File: config.mk
export PLATFORM = sky130hd
export DESIGN_NAME = apb2master
export DESIGN_NICKNAME = d
export VERILOG_FILES = /design/src/rtl/apb_pkg.sv /design/src/rtl/apb2master_wdog.sv /design/src/rtl/apb2master.sv
export SDC_FILE = /design/constraint.sdc
export NUM_CORES = 1
export LEC_CHECK = 0
export ABC_AREA = 1
export BUFFER_PORTS_ARGS = -buffer_cell sky130_fd_sc_hd__buf_2
export CORE_MARGIN = 4
export CORE_UTILIZATION = 40
export DETAILED_ROUTE_END_ITERATION = 8
export PLACE_DENSITY = 0.77
export SYNTH_ARGS = -nofsm -noshare
export SYNTH_HDL_FRONTEND = slang
export SYNTH_SLANG_ARGS = --single-unit
File: constraint.sdc
create_clock -name i_pclk -period 4.5 [get_ports i_pclk]
set_clock_uncertainty 0.2 [all_clocks]
set_input_delay 0.675 -clock i_pclk [delete_from_list [all_inputs] [get_ports i_pclk]]
set_output_delay 0.675 -clock i_pclk [all_outputs]
set_load 0.01 [all_outputs]
File: src/rtl/apb_pkg.sv
// Shared APB definitions: FSM encodings and register-file address/field map used by the master
// and the register-file responder.
package apb_pkg;

  typedef enum logic [2:0] {
    S_IDLE   = 3'b001,
    S_SETUP  = 3'b010,
    S_ACCESS = 3'b100
  } apb_state_e;

  localparam logic [31:0] REG1_ADDR = 32'h0000_0000;
  localparam logic [31:0] REG2_ADDR = 32'h0000_0004;

  localparam int unsigned REG1_PRI_LSB = 0;
  localparam int unsigned REG1_PRI_W   = 4;
  localparam int unsigned REG2_LEN_LSB = 0;
  localparam int unsigned REG2_LEN_W   = 12;
  localparam int unsigned REG2_CNT_LSB = 12;
  localparam int unsigned REG2_CNT_W   = 8;

endpackage

File: src/rtl/apb2master_wdog.sv
// Wait-state watchdog: counts ACCESS cycles with pready low and flags the edge that reaches the
// limit. A TIMEOUT_CYCLES of 0 disables it.
module apb2master_wdog #(
  parameter int unsigned TIMEOUT_CYCLES = 16,
  parameter int unsigned TO_W           = 5
) (
  input  logic i_clk,
  input  logic i_rst,
  input  logic i_clr,
  input  logic i_inc,
  output logic o_expire
);

  localparam bit ENABLED = (TIMEOUT_CYCLES != 0);
  localparam logic [TO_W-1:0] LIMIT_M1 = ENABLED ? TO_W'(TIMEOUT_CYCLES - 1) : '0;

  logic [TO_W-1:0] r_count;

  always_ff @(posedge i_clk) begin
    if (i_rst) begin
      r_count <= '0;
    end else if (i_clr) begin
      r_count <= '0;
    end else if (i_inc && ENABLED) begin
      r_count <= r_count + TO_W'(1);
    end
  end

  // Fires on the edge whose increment would bring the count to the limit.
  assign o_expire = ENABLED && i_inc && (r_count == LIMIT_M1);

endmodule

File: src/rtl/apb2master.sv
// APB2 initiator: turns a valid/ready command into SETUP/ACCESS transfers and returns a one-cycle
// response strobe; a watchdog aborts transfers the responder never completes.
module apb2master
  import apb_pkg::*;
#(
  parameter int unsigned ADDR_W         = 32,
  parameter int unsigned DATA_W         = 32,
  parameter int unsigned TIMEOUT_CYCLES = 16,
  parameter int unsigned TO_W           = (TIMEOUT_CYCLES == 0) ? 1 : $clog2(TIMEOUT_CYCLES + 1)
) (
  input  logic              i_pclk,
  input  logic              i_prst,
  input  logic              i_cmd_valid,
  output logic              o_cmd_ready,
  input  logic              i_cmd_write,
  input  logic [ADDR_W-1:0] i_cmd_addr,
  input  logic [DATA_W-1:0] i_cmd_wdata,
  output logic              o_rsp_valid,
  output logic [DATA_W-1:0] o_rsp_rdata,
  output logic              o_rsp_err,
  output logic              o_psel,
  output logic              o_penable,
  output logic              o_pwrite,
  output logic [ADDR_W-1:0] o_paddr,
  output logic [DATA_W-1:0] o_pdata,
  input  logic [DATA_W-1:0] i_prdata,
  input  logic              i_pready
);

  apb_state_e        r_state, w_state_d;
  logic              r_cmd_ready, w_cmd_ready_d;
  logic              r_psel, w_psel_d;
  logic              r_penable, w_penable_d;
  logic              r_pwrite, w_pwrite_d;
  logic [ADDR_W-1:0] r_paddr, w_paddr_d;
  logic [DATA_W-1:0] r_pdata, w_pdata_d;
  logic              r_rsp_valid, w_rsp_valid_d;
  logic [DATA_W-1:0] r_rsp_rdata, w_rsp_rdata_d;
  logic              r_rsp_err, w_rsp_err_d;
  logic              w_wdog_clr, w_wdog_inc, w_wdog_expire;

  assign w_wdog_clr = (r_state == S_SETUP);
  assign w_wdog_inc = (r_state == S_ACCESS) && !i_pready;

  apb2master_wdog #(
    .TIMEOUT_CYCLES(TIMEOUT_CYCLES),
    .TO_W          (TO_W)
  ) u_wdog (
    .i_clk   (i_pclk),
    .i_rst   (i_prst),
    .i_clr   (w_wdog_clr),
    .i_inc   (w_wdog_inc),
    .o_expire(w_wdog_expire)
  );

  always_comb begin
    w_state_d     = r_state;
    w_pwrite_d    = r_pwrite;
    w_paddr_d     = r_paddr;
    w_pdata_d     = r_pdata;
    w_rsp_valid_d = 1'b0;
    w_rsp_rdata_d = '0;
    w_rsp_err_d   = 1'b0;
    unique case (r_state)
      S_IDLE: begin
        if (i_cmd_valid) begin
          w_state_d  = S_SETUP;
          w_pwrite_d = i_cmd_write;
          w_paddr_d  = i_cmd_addr;
          w_pdata_d  = i_cmd_write ? i_cmd_wdata : '0;
        end
      end
      S_SETUP: w_state_d = S_ACCESS;
      S_ACCESS: begin
        // pready is checked first so a completion on the limit edge beats the watchdog.
        if (i_pready) begin
          w_state_d     = S_IDLE;
          w_rsp_valid_d = 1'b1;
          w_rsp_rdata_d = r_pwrite ? '0 : i_prdata;
        end else if (w_wdog_expire) begin
          w_state_d     = S_IDLE;
          w_rsp_valid_d = 1'b1;
          w_rsp_err_d   = 1'b1;
        end
      end
      default: w_state_d = S_IDLE;
    endcase
  end

  assign w_cmd_ready_d = (w_state_d == S_IDLE);
  assign w_psel_d      = (w_state_d != S_IDLE);
  assign w_penable_d   = (w_state_d == S_ACCESS);

  always_ff @(posedge i_pclk) begin
    if (i_prst) begin
      r_state     <= S_IDLE;
      r_cmd_ready <= 1'b1;
      r_psel      <= 1'b0;
      r_penable   <= 1'b0;
      r_pwrite    <= 1'b0;
      r_paddr     <= '0;
      r_pdata     <= '0;
      r_rsp_valid <= 1'b0;
      r_rsp_rdata <= '0;
      r_rsp_err   <= 1'b0;
    end else begin
      r_state     <= w_state_d;
      r_cmd_ready <= w_cmd_ready_d;
      r_psel      <= w_psel_d;
      r_penable   <= w_penable_d;
      r_pwrite    <= w_pwrite_d;
      r_paddr     <= w_paddr_d;
      r_pdata     <= w_pdata_d;
      r_rsp_valid <= w_rsp_valid_d;
      r_rsp_rdata <= w_rsp_rdata_d;
      r_rsp_err   <= w_rsp_err_d;
    end
  end

  assign o_cmd_ready = r_cmd_ready;
  assign o_psel      = r_psel;
  assign o_penable   = r_penable;
  assign o_pwrite    = r_pwrite;
  assign o_paddr     = r_paddr;
  assign o_pdata     = r_pdata;
  assign o_rsp_valid = r_rsp_valid;
  assign o_rsp_rdata = r_rsp_rdata;
  assign o_rsp_err   = r_rsp_err;

endmodule
Yosys cells after proc, flatten, opt, wreduce, memory -nomap -nowiden

Cells that the tools add are included.

Bits of input ports: 101
Logic and storage cells: 36
Register bits: 110
Output and inout bits: 102

Equality and inequality tests: 7
Bitwise operators: 2
Add/sub/neg operators: 1
Multiplexer cells: 7
Reduce and logical (&&, ||, !) cells: 8

Operators with widths:

| cell                                                                   | count |
|---|---|
| 32-bit two-way mux                                                     | 1 |
| 3-bit two-way mux                                                      | 3 |
| 3-bit case mux with 3 select lines                                     | 1 |
| 3-bit by 1-bit equality test with 1-bit output (second input constant) | 2 |
| 3-bit equality test (second input constant)                            | 2 |
| 5-bit by 1-bit adder with 5-bit output (second input constant)         | 1 |
| 5-bit by 4-bit equality test with 1-bit output (second input constant) | 1 |
| 2-bit OR reduction                                                     | 2 |
| 4-bit OR reduction                                                     | 1 |
| 3-bit by 2-bit equality test with 1-bit output (second input constant) | 1 |
| 3-bit by 1-bit != test with 1-bit output (second input constant)       | 1 |
| 3-bit OR reduction                                                     | 1 |
| 1-bit logical AND                                                      | 2 |
| 1-bit two-way mux                                                      | 2 |
| 1-bit inverter                                                         | 2 |
| 2-bit AND reduction                                                    | 1 |
| 1-bit zero test                                                        | 1 |

Depth between registers and ports, before layout

Gate-level depths: netlist of run 1.

Word-level depth: 7
Gate-level depth with buffers: 10
Depth with buffers taken out: 10

Hierarchy

A second synthesis of run 1 with hierarchy kept.

Cell total of the unflattened synthesis: 528
Area total of the unflattened synthesis: 4152.7 sq um

Modules (own cells, without submodules):

| module          | instances | area each (sq um) | cells an instance | seq. area each (sq um) |
|---|---|---|---|---|
| apb2master      | 1         | 3890.0            | 496               | 2102.0 |
| apb2master_wdog | 1         | 262.8             | 32                | 100.1 |

Worst setup path before layout of run 1

No wires, ideal clock.

Path type: in2reg
Start point: in i_prst
End point: reg r_pdata[10], in the netlist o_pdata[10]
Setup slack: 2.754 ns
Data required time: 4.168 ns
Path buffers: 3
Data arrival time: 1.414 ns
Cell stages on the path: 4
Setup time: 0.132 ns
Cells stage by stage: buf_2 clkbuf_1 clkbuf_1 a21oi_1

RTL lines:

| element                | line              | source |
|---|---|---|
| start: declaration     | apb2master.sv:12  | `input logic i_prst,` |
| end signal: assignment | apb2master.sv:113 | `r_pdata <= w_pdata_d;` |
| end: declaration       | apb2master.sv:36  | `logic [DATA_W-1:0] r_pdata, w_pdata_d;` |

No word-level cell between the ends.

Final worst setup path of run 1

Start point: reg r_state[2]
End point: reg r_paddr[14], in the netlist o_paddr[14]

Cells in the longest elaborated chain, start to end: 2

Ends and longest elaborated chain:

| element                                        | line              | source |
|---|---|---|
| start: declaration                             | apb2master.sv:30  | `apb_state_e r_state, w_state_d;` |
| start signal: assignment                       | apb2master.sv:107 | `r_state <= w_state_d;` |
| 3-bit by 1-bit equality test with 1-bit output | apb2master.sv:64  | `unique case (r_state)` |
| 2-bit AND reduction (no line)                  | -                 |  |
| end signal: assignment                         | apb2master.sv:112 | `r_paddr <= w_paddr_d;` |
| end: declaration                               | apb2master.sv:35  | `logic [ADDR_W-1:0] r_paddr, w_paddr_d;` |

Every way passes these cells.
A chain may end at the register's enable or synchronous reset.

==> run summary, run 1 <==
Status: completed
Maximum clock path buffer count: 2
Placed cell count: 834
Netlist Area Pre-Place: 3970 um^2
Mean routed wirelength per cell: 12.3 um
Largest net degree at the start of global routing: 70
Met3 GRT Util: 0.0324
Final period util: 0.541
Tot Pwr: 1.82 mW
GR Layer Usage met1: 0.197
First-pass GRT wire length: 15.8 mm
Final Hold Viols: 0
Synth unique cells: 17
Final setup viols: 0
I/O Pins: 203
Slew of the pin with the lowest slew margin: 1.04 ns
Die width: 108 um
Synth async-reset ratio: 0
Gates resized, CTS repair: 0
Critical path type: reg2reg
CP Max Fanout: 67
Final WL: 10.5 mm
Grt met2 use: 0.311
Initial antenna violation count: 0
Fraction of layout instances using a drive strength above 1: 0.308
Fill cells: 985
Critical path's slowest cell: inv_2
Sequential element share of the synthesized area: 0.555
TNS Setup: 0 ns
Post-route ant nets: 0
CP required: 4.57 ns
Most frequent cells in the layout: 202 x buf_2, 187 x nand2_1, 110 x dfxtp_1, 76 x inv_1, 72 x a21oi_1
Busiest layer in global routing: met2
Hold-fix buffers at CTS: 0
Syn avg cell area: 7.54 um^2
1st-pass router iterations: 4
Worst EP arrival: 2.50 ns
Iteration-0 DRC Markers: 189
Num CTS Buffers: 9
Max stage delay on crit path: 0.84 ns
Commonest non-fill, non-tap cell in the layout: buf_2
Static Leak: 2.89 nW
# diodes: 0
Vias: 3,753
CORE AREA: 9730 um^2
Vias in the first global route: 3,455
Buffer count from post-CTS setup fixing: 0
Multi-input gate area: 1290 um^2
Die Y: 108 um
Cell breakdown of the critical path: nor2_1 > nand3_2 > buf_4 > inv_2 > nand2_1 > a21oi_1
GP Congestion: 0.756
Syn_nets: 629
Slew Limit Headroom: 0.304
Starting Density: 0.408
Place WS: 1.81 ns
Global Route Usage Sum: 0.169
Unrepaired setup endpoints after global routing: false
TritonCTS clock tree: built
YS warnings: 0
Hold/Removal Path Class: reg2reg
Sink Count: 110
Area delta synth->final: 30.2%
Fmax achieved: 411 MHz
Die footprint: 11,600 um^2
Drc violations: 0
Fin crit period: 2.43 ns
Final Instance Count excl. Fillers: 850
GRT overflow: 0
Syn Inst Count: 526
Slew Limit Fails: 0
Worst-skew pair later-pin latency: 0.34 ns
Row cnt: 36
Worst IR Drop VDD: 0.000215 V
Crit end category: flop
CTS root buf: clkbuf_8
H-tree depth: 3
Clk slew on worst S/H paths: 0.10 ns
Dpl hpwl: 7.70 mm
#FFs+latches synth: 110
Final WS setup: 2.07 ns
Routed vias/inst: 4.42
Seq. cell area: 2200 um^2
Power per Cell Area: 352 nW/um^2
Startpoint types: flop
Max-Cap Viols: 0
Final nets: 815
Number of enable flip-flop cells after synthesis: 0
I/O Buffers: 202
Ys flop type: dfxtp_1
==> sequential cells by signal, indices dropped and copies added, names as in the netlist <==
register	cells
u_wdog.r_count	5
o_cmd_ready	1
o_pdata	32
o_rsp_rdata	32
o_penable	1
o_rsp_valid	1
o_psel	1
o_paddr	32
o_pwrite	1
o_rsp_err	1
r_state	3
==> final timing paths <==
check	cells past startpoint	start	endpoint	slack, ns
setup / recovery	6	r_state[2]	o_paddr[14]	2.07
hold / removal	2	o_pdata[0]	o_pdata[0]	0.27
setup reg to reg	6	r_state[2]	o_paddr[14]	2.07
hold reg to reg	2	o_pdata[0]	o_pdata[0]	0.27
==> routing by layer <==
layer  vias up  wire, um
met5         -         0
met4         0       206
met3        16       584
met2       113      5530
met1      1684      4140
li1       1940         -
==> kinds of logic after synthesis <==
family / share of synthesized area
simple gates: 0.227
xor+xnor: 0.00221
flops: 0.555
compound gates: 0.0909
fa+ha+maj: 0.00631
buf+inv: 0.118
==> through the flow <==
step / cell area, um^2 / hold WS [ns] / utilization
after global placement: 4980 / 0.249 / 0.512
final: 5160 / 0.266 / 0.531
after floorplan: 3970 / 0.245 / -
after detailed placement: 4980 / 0.255 / 0.512
after global routing: 5160 / 0.284 / 0.531
after CTS: 5160 / 0.270 / 0.531
==> cell usage after synthesis (all sizes together) (2+ instances only) <==
cell type | count | share of area
nand2 | 187 | 0.18
dfxtp | 110 | 0.56
inv | 77 | 0.073
a21oi | 72 | 0.091
nor2 | 40 | 0.038
buf | 18 | 0.035
clkbuf | 11 | 0.010
nand3 | 4 | 0.0063
ha | 2 | 0.0063
nor3 | 2 | 0.0025
==> worst max-delay path: cells and delay by family (launching register included) <==
kind / cells / cell delay (ns)
AOI/OAI and AO/OA: 1 / 0.18
DFF: 1 / 0.34
buffers and inverters: 2 / 1.18
and+or+nand+nor: 3 / 0.40
==> final cells by class <==
type	instances	share of cell area
timing repair buffer	204	0.199
tap	133	0.0322
clock buffer	11	0.0274
multi-input combinational	310	0.251
clock inverter	5	0.00824
sequential	110	0.427
inverter	77	0.0560
==> power breakdown <==
| group | internal, mW | switching, mW |
|---|---|---|
| Combinational | 0.0932 | 0.143 |
| Clock | 0.224 | 0.325 |
| Sequential | 1.01 | 0.0195 |
| Total | 1.33 | 0.487 |
Power figures use the tool's default switching activity.
==> run 2, diff against run 1 <==
==> constraint.sdc (replaced) <==
create_clock -name i_pclk -period 2.3 [get_ports i_pclk]
set_clock_uncertainty 0.2 [all_clocks]
set_input_delay 0.345 -clock i_pclk [delete_from_list [all_inputs] [get_ports i_pclk]]
set_output_delay 0.345 -clock i_pclk [all_outputs]
set_load 0.01 [all_outputs]
==> run summary, run 2 (synthesized netlist as in run 1, its figures left out) <==
Max-Cap Viols: 0 (unchanged)
CP Max Fanout: 66 (-1.5%)
Final setup viols: 0 (unchanged)
Slew of the pin with the lowest slew margin: 0.679 ns (-0.366 ns)
Critical path type: in2reg
# diodes: 0 (unchanged)
Die Y: 108 um (unchanged)
Crit end category: flop
Worst EP arrival: 1.74 ns (-0.76 ns)
Worst-skew pair later-pin latency: 0.35 ns (about the same)
Routed vias/inst: 4.47 (+1.2%)
CP required: 2.31 ns (-2.26 ns)
Hold Path Depth: 3 (+1)
Unrepaired setup endpoints after global routing: false
1st-pass router iterations: 4 (unchanged)
Mean routed wirelength per cell: 12.6 um (+2.0%)
Tot Pwr: 3.74 mW (+110%)
Largest net degree at the start of global routing: 67 (-4.3%)
Maximum clock path buffer count: 2 (unchanged)
Initial antenna violation count: 0 (unchanged)
Slew Limit Fails: 0 (unchanged)
Vias in the first global route: 3,891 (+13%)
Met3 GRT Util: 0.0276 (-0.00480)
GP Congestion: 0.791 (+4.6%)
Fin crit period: 1.73 ns
Row cnt: 36 (unchanged)
CORE AREA: 9730 um^2 (unchanged)
I/O Pins: 203 (unchanged)
Power per Cell Area: 674 nW/um^2 (+92%)
CTS root buf: clkbuf_8
Static Leak: 3.05 nW (+5.7%)
Clk slew on worst S/H paths: 0.11 ns (about the same)
Num CTS Buffers: 9 (unchanged)
RR Endpoint: o_cmd_ready
Commonest non-fill, non-tap cell in the layout: buf_2
Die footprint: 11,600 um^2 (unchanged)
Startpoint types: input pin
Sink Count: 110 (unchanged)
GRT overflow: 0 (unchanged)
Final WL: 11.1 mm (+6.5%)
GR Layer Usage met1: 0.211 (+0.0143)
Worst R2R Path Depth: 10 (+4)
First-pass GRT wire length: 17.6 mm (+11%)
Fraction of layout instances using a drive strength above 1: 0.298 (-0.00982)
Hold/Removal Path Class: in2reg
Final period util: 0.751
Fmax achieved: 579 MHz
Vias: 3,964 (+5.6%)
Iteration-0 DRC Markers: 306 (+62%)
Most frequent cells in the layout: 202 x buf_2, 187 x nand2_1, 110 x dfxtp_1, 76 x inv_1, 72 x a21oi_1
TritonCTS clock tree: built
Hold Path Sink: o_paddr[1]
I/O Buffers: 202 (unchanged)
Global Route Usage Sum: 0.188 (+0.0194)
Starting Density: 0.408 (unchanged)
Final nets: 852 (+4.5%)
Post-route ant nets: 0 (unchanged)
Final Hold Viols: 0 (unchanged)
Die width: 108 um (unchanged)
Busiest layer in global routing: met2
RR Startpoint: u_wdog.r_count[0]
Min-delay src: i_cmd_addr[1]
Slew Limit Headroom: 0.547 (+0.244)
TNS Setup: 0 ns (unchanged)
Drc violations: 0 (unchanged)
R2r setup slk: 0.60 ns (-1.47 ns)
H-tree depth: 3 (unchanged)
Dpl hpwl: 7.61 mm (-1.2%)
Status: completed
Fill cells: 898 (-8.8%)
Area delta synth->final: 39.8%
Grt met2 use: 0.343 (+0.0315)
Gates resized, CTS repair: 0 (unchanged)
Worst IR Drop VDD: 0.000498 V (+130%)
==> run 2: cell types whose count changed in the layout (fill, tap and decap cells not counted) <==
cell / previous run / this run
dlygate4sd3_1: 0 / 33
buf_4: 2 / 6
inv_6: 1 / 3
bufinv_16: 0 / 1
clkbuf_8: 10 / 9
clkinv_2: 1 / 0
clkinv_4: 2 / 1
==> run 2: how the worst max path moves through the flow <==
stage | startpoint | endpoint | slack, ns | cells after the start
finish | i_prst | o_pdata[0] | 0.57 | 4
global route | u_wdog.r_count[0] | o_cmd_ready | 0.45 | 10
CTS | i_prst | o_pdata[0] | 0.58 | 4
detailed placement | u_wdog.r_count[0] | r_state[0] | 0.62 | 10
global placement | u_wdog.r_count[0] | o_cmd_ready | 0.70 | 10
floorplan | u_wdog.r_count[0] | o_cmd_ready | 0.76 | 10
==> run 2: area by class of cell <==
cell class / count / area (um^2) / share of cell area
clock buffers: 10 / 128 / 0.0230
clock inverters: 6 / 76.3 / 0.0138
repair buffers: 241 / 1390 / 0.250
inverters: 77 / 289 / 0.0521
flip-flops and latches: 110 / 2200 / 0.397
multi-input cells: 310 / 1290 / 0.234
well taps: 133 / 166 / 0.0300
==> run 2: through the flow <==
step                      instances  setup WS (ns)  hold WS (ns)   util  area [um^2]
final                           887          0.574        0.0230  0.570         5540
after global routing            887          0.449       0.00525  0.570         5540
after CTS                       887          0.581       0.00341  0.570         5540
after detailed placement        838          0.624         0.254  0.515         5010
after global placement          838          0.703         0.249  0.515         5010
after floorplan                 526          0.764         0.245      -         3970
==> run 2: timing repair <==
| action | 4_1_cts | 5_1_grt |
|---|---|---|
| hold buffers | 33 | 0 |
| setup buffers | 0 | 0 |
| endpoints found under the setup margin | 0 | 0 |
| endpoints found under the hold margin | 33 | 0 |
==> run 2: routing by layer <==
| metal | part of all wire | up-vias | wire length, um |
|---|---|---|---|
| li1 | - | 2009 | - |
| met1 | 0.39 | 1795 | 4340 |
| met2 | 0.53 | 125 | 5850 |
| met3 | 0.046 | 35 | 513 |
| met4 | 0.039 | 0 | 432 |
| met5 | 0 | - | 0 |
==> run 2: power by group <==
| group | internal [mW] | switching, mW |
|---|---|---|
| Sequential | 1.98 | 0.0373 |
| Clock | 0.527 | 0.681 |
| Combinational | 0.224 | 0.288 |
| Total | 2.73 | 1.01 |
==> run 2: worst max-delay path, cell delays in order <==
cell,delay (ns)
dlygate4sd3_1,0.54
buf_2,0.16
buf_4,0.56
a21oi_1,0.10
==> run 3, diff against run 2 <==
==> constraint.sdc (replaced) <==
create_clock -name i_pclk -period 1.6 [get_ports i_pclk]
set_clock_uncertainty 0.2 [all_clocks]
set_input_delay 0.24 -clock i_pclk [delete_from_list [all_inputs] [get_ports i_pclk]]
set_output_delay 0.24 -clock i_pclk [all_outputs]
set_load 0.01 [all_outputs]
==> run summary, run 3 (synthesized netlist as in run 1, its figures left out) <==
Final setup viols: 0 (unchanged)
Dpl hpwl: 7.82 mm (+2.8%)
Die Y: 108 um (unchanged)
GP Congestion: 0.793 (+0.33%)
Worst EP arrival: 1.63 ns (-0.11 ns)
Slew Limit Fails: 0 (unchanged)
CORE AREA: 9730 um^2 (unchanged)
Worst-skew pair later-pin latency: 0.37 ns (+0.02 ns)
Maximum clock path buffer count: 2 (unchanged)
Clk slew on worst S/H paths: 0.11 ns (about the same)
Row cnt: 36 (unchanged)
Drc violations: 0 (unchanged)
CP startpoint: i_prst
Starting Density: 0.408 (unchanged)
Die width: 108 um (unchanged)
Routed vias/inst: 4.57 (+2.2%)
Fmax achieved: 659 MHz
RR Startpoint: u_wdog.r_count[1]
Global Route Usage Sum: 0.224 (+0.0360)
Crit path buffers/inverters: 3 (unchanged)
Hold/Removal Path Class: in2reg
Vias: 4,385 (+11%)
Power per Cell Area: 922 nW/um^2 (+37%)
1st-pass router iterations: 5 (+1)
TritonCTS clock tree: built
Min-delay src: i_cmd_valid
Slew Limit Headroom: 0.764 (+0.217)
Iteration-0 DRC Markers: 380 (+24%)
Final WL: 13.2 mm (+18%)
Worst IR Drop VDD: 0.000408 V (-18%)
Sink Count: 110 (unchanged)
Hold Path Sink: o_psel
Tot Pwr: 5.87 mW (+57%)
Most frequent cells in the layout: 202 x buf_2, 183 x nand2_1, 108 x dfxtp_1, 97 x dlygate4sd3_1, 75 x inv_1
Startpoint types: input pin
First-pass GRT wire length: 20.6 mm (+17%)
Status: completed
Cell breakdown of the critical path: dlygate4sd3_1 > buf_2 > nor3_1 > nand2_1 > buf_4 > nor2_1
I/O Buffers: 202 (unchanged)
Combinational group share of total power: 0.157 (+0.020)
Sw frac: 0.257 (-0.0123)
Final period util: 0.948
I/O Pins: 203 (unchanged)
Static Leak: 3.39 nW (+11%)
Mean routed wirelength per cell: 13.7 um (+9.3%)
H-tree depth: 3 (unchanged)
CP delay by family, top: buffers and inverters
Worst R2R Path Depth: 10 (unchanged)
Final WS setup: 0.0828 ns (-0.491 ns)
CTS root buf: clkbuf_8
Fin crit period: 1.52 ns
Fraction of layout instances using a drive strength above 1: 0.298 (-0.000588)
Final nets: 924 (+8.5%)
Crit end category: flop
Hold Path Depth: 5 (+2)
Initial antenna violation count: 1 (+1)
Commonest non-fill, non-tap cell in the layout: buf_2
Net switching power: 1.51 mW (+50%)
Clock network power share: 0.349 (+0.026)
Slew of the pin with the lowest slew margin: 0.354 ns (-0.325 ns)
Post-route ant nets: 0 (unchanged)
Place WS: 0.00108 ns (-0.623 ns)
Max-Cap Viols: 0 (unchanged)
Fill cells: 768 (-14%)
Largest net degree at the start of global routing: 38 (-43%)
Final Hold Viols: 0 (unchanged)
Critical path's slowest cell: dlygate4sd3_1
TNS Setup: 0 ns (unchanged)
Vias in the first global route: 4,382 (+13%)
Num CTS Buffers: 9 (unchanged)
R2r setup slk: 0.08 ns (-0.52 ns)
CP required: 1.71 ns (-0.60 ns)
Cell-internal power: 4.36 mW (+60%)
Critical path type: in2reg
Die footprint: 11,600 um^2 (unchanged)
RR Endpoint: o_cmd_ready
GRT overflow: 0 (unchanged)
Hold_ws: 0.0459 ns (+0.0229 ns)
Share of power burned in registers: 0.494 (-0.046)
Max stage delay on crit path: 0.54 ns (-0.02 ns)
CP Max Fanout: 32 (-52%)
Area delta synth->final: 60.6%
-- run 3: cell types whose count changed in the layout (fill, tap and decap cells not counted), moves of 2 or more --
cell | before | now
dlygate4sd3_1 | 33 | 97
buf_4 | 6 | 11
nand2_1 | 187 | 183
nand2_2 | 0 | 4
buf_12 | 0 | 3
nor2_1 | 40 | 37
nor2_2 | 0 | 3
bufinv_16 | 1 | 3
dfxtp_1 | 110 | 108
ha_1 | 2 | 0
-- run 3: cell type report --
| type | count | area, um^2 | area share |
|---|---|---|---|
| Clock buffer | 9 | 124 | 0.0195 |
| Multi-Input combinational cell | 310 | 1330 | 0.209 |
| Clock inverter | 7 | 125 | 0.0197 |
| Tap cell | 133 | 166 | 0.0261 |
| Antenna cell | 1 | 2.50 | 0.000393 |
| Inverter | 77 | 289 | 0.0454 |
| Timing Repair Buffer | 313 | 2120 | 0.334 |
| Sequential cell | 110 | 2210 | 0.347 |
-- run 3: what timing repair did --
item	4_1_cts	5_1_grt
endpoints found under the hold margin	98	0
setup endpoints to repair	0	12
gates resized for setup	0	14
buffers inserted	0	1
hold buffers	97	0
-- run 3: tightest hold or removal path, cell delays in order --
cell	delay (ns)
buf_2	0.12
inv_1	0.05
nand2_1	0.07
nand3_1	0.07
nor2_1	0.04
-- run 3: metal layers --
| layer | up-vias | routed length, um | global-route usage |
|---|---|---|---|
| met3 | 60 | 727 | 0.0336 |
| met5 | - | 0 | 0 |
| met1 | 1983 | 4710 | 0.234 |
| li1 | 2157 | - | - |
| met2 | 185 | 7090 | 0.415 |
| met4 | 0 | 645 | 0.143 |
-- run 3: worst max-delay path by stage --
stage	endpoint	slack, ns	depth (start not counted)
2_1_floorplan	o_cmd_ready	0.06	10
3_3_place_gp	o_cmd_ready	0.04	10
3_5_place_dp	o_cmd_ready	0.001	10
4_1_cts	o_cmd_ready	0.002	10
5_1_grt	r_state[0]	-0.02	10
6_report	o_rsp_rdata[25]	0.08	6
-- run 3: power by group through the flow --
stage,clock network [mW],registers (mW),logic [mW]
after CTS,2.09,2.90,0.893
after global placement,0,2.96,0.691
after global routing,2.21,2.91,1.01
final,2.05,2.90,0.919
after floorplan,0,3.01,0.358
after detailed placement,0,2.96,0.705
-- run 3: through the flow --
step / instance area (um^2) / instances / util
2_1_floorplan: 3970 / 526 / -
3_3_place_gp: 5100 / 845 / 0.524
3_5_place_dp: 5100 / 845 / 0.524
4_1_cts: 6320 / 958 / 0.649
5_1_grt: 6370 / 960 / 0.654
6_report: 6370 / 960 / 0.654
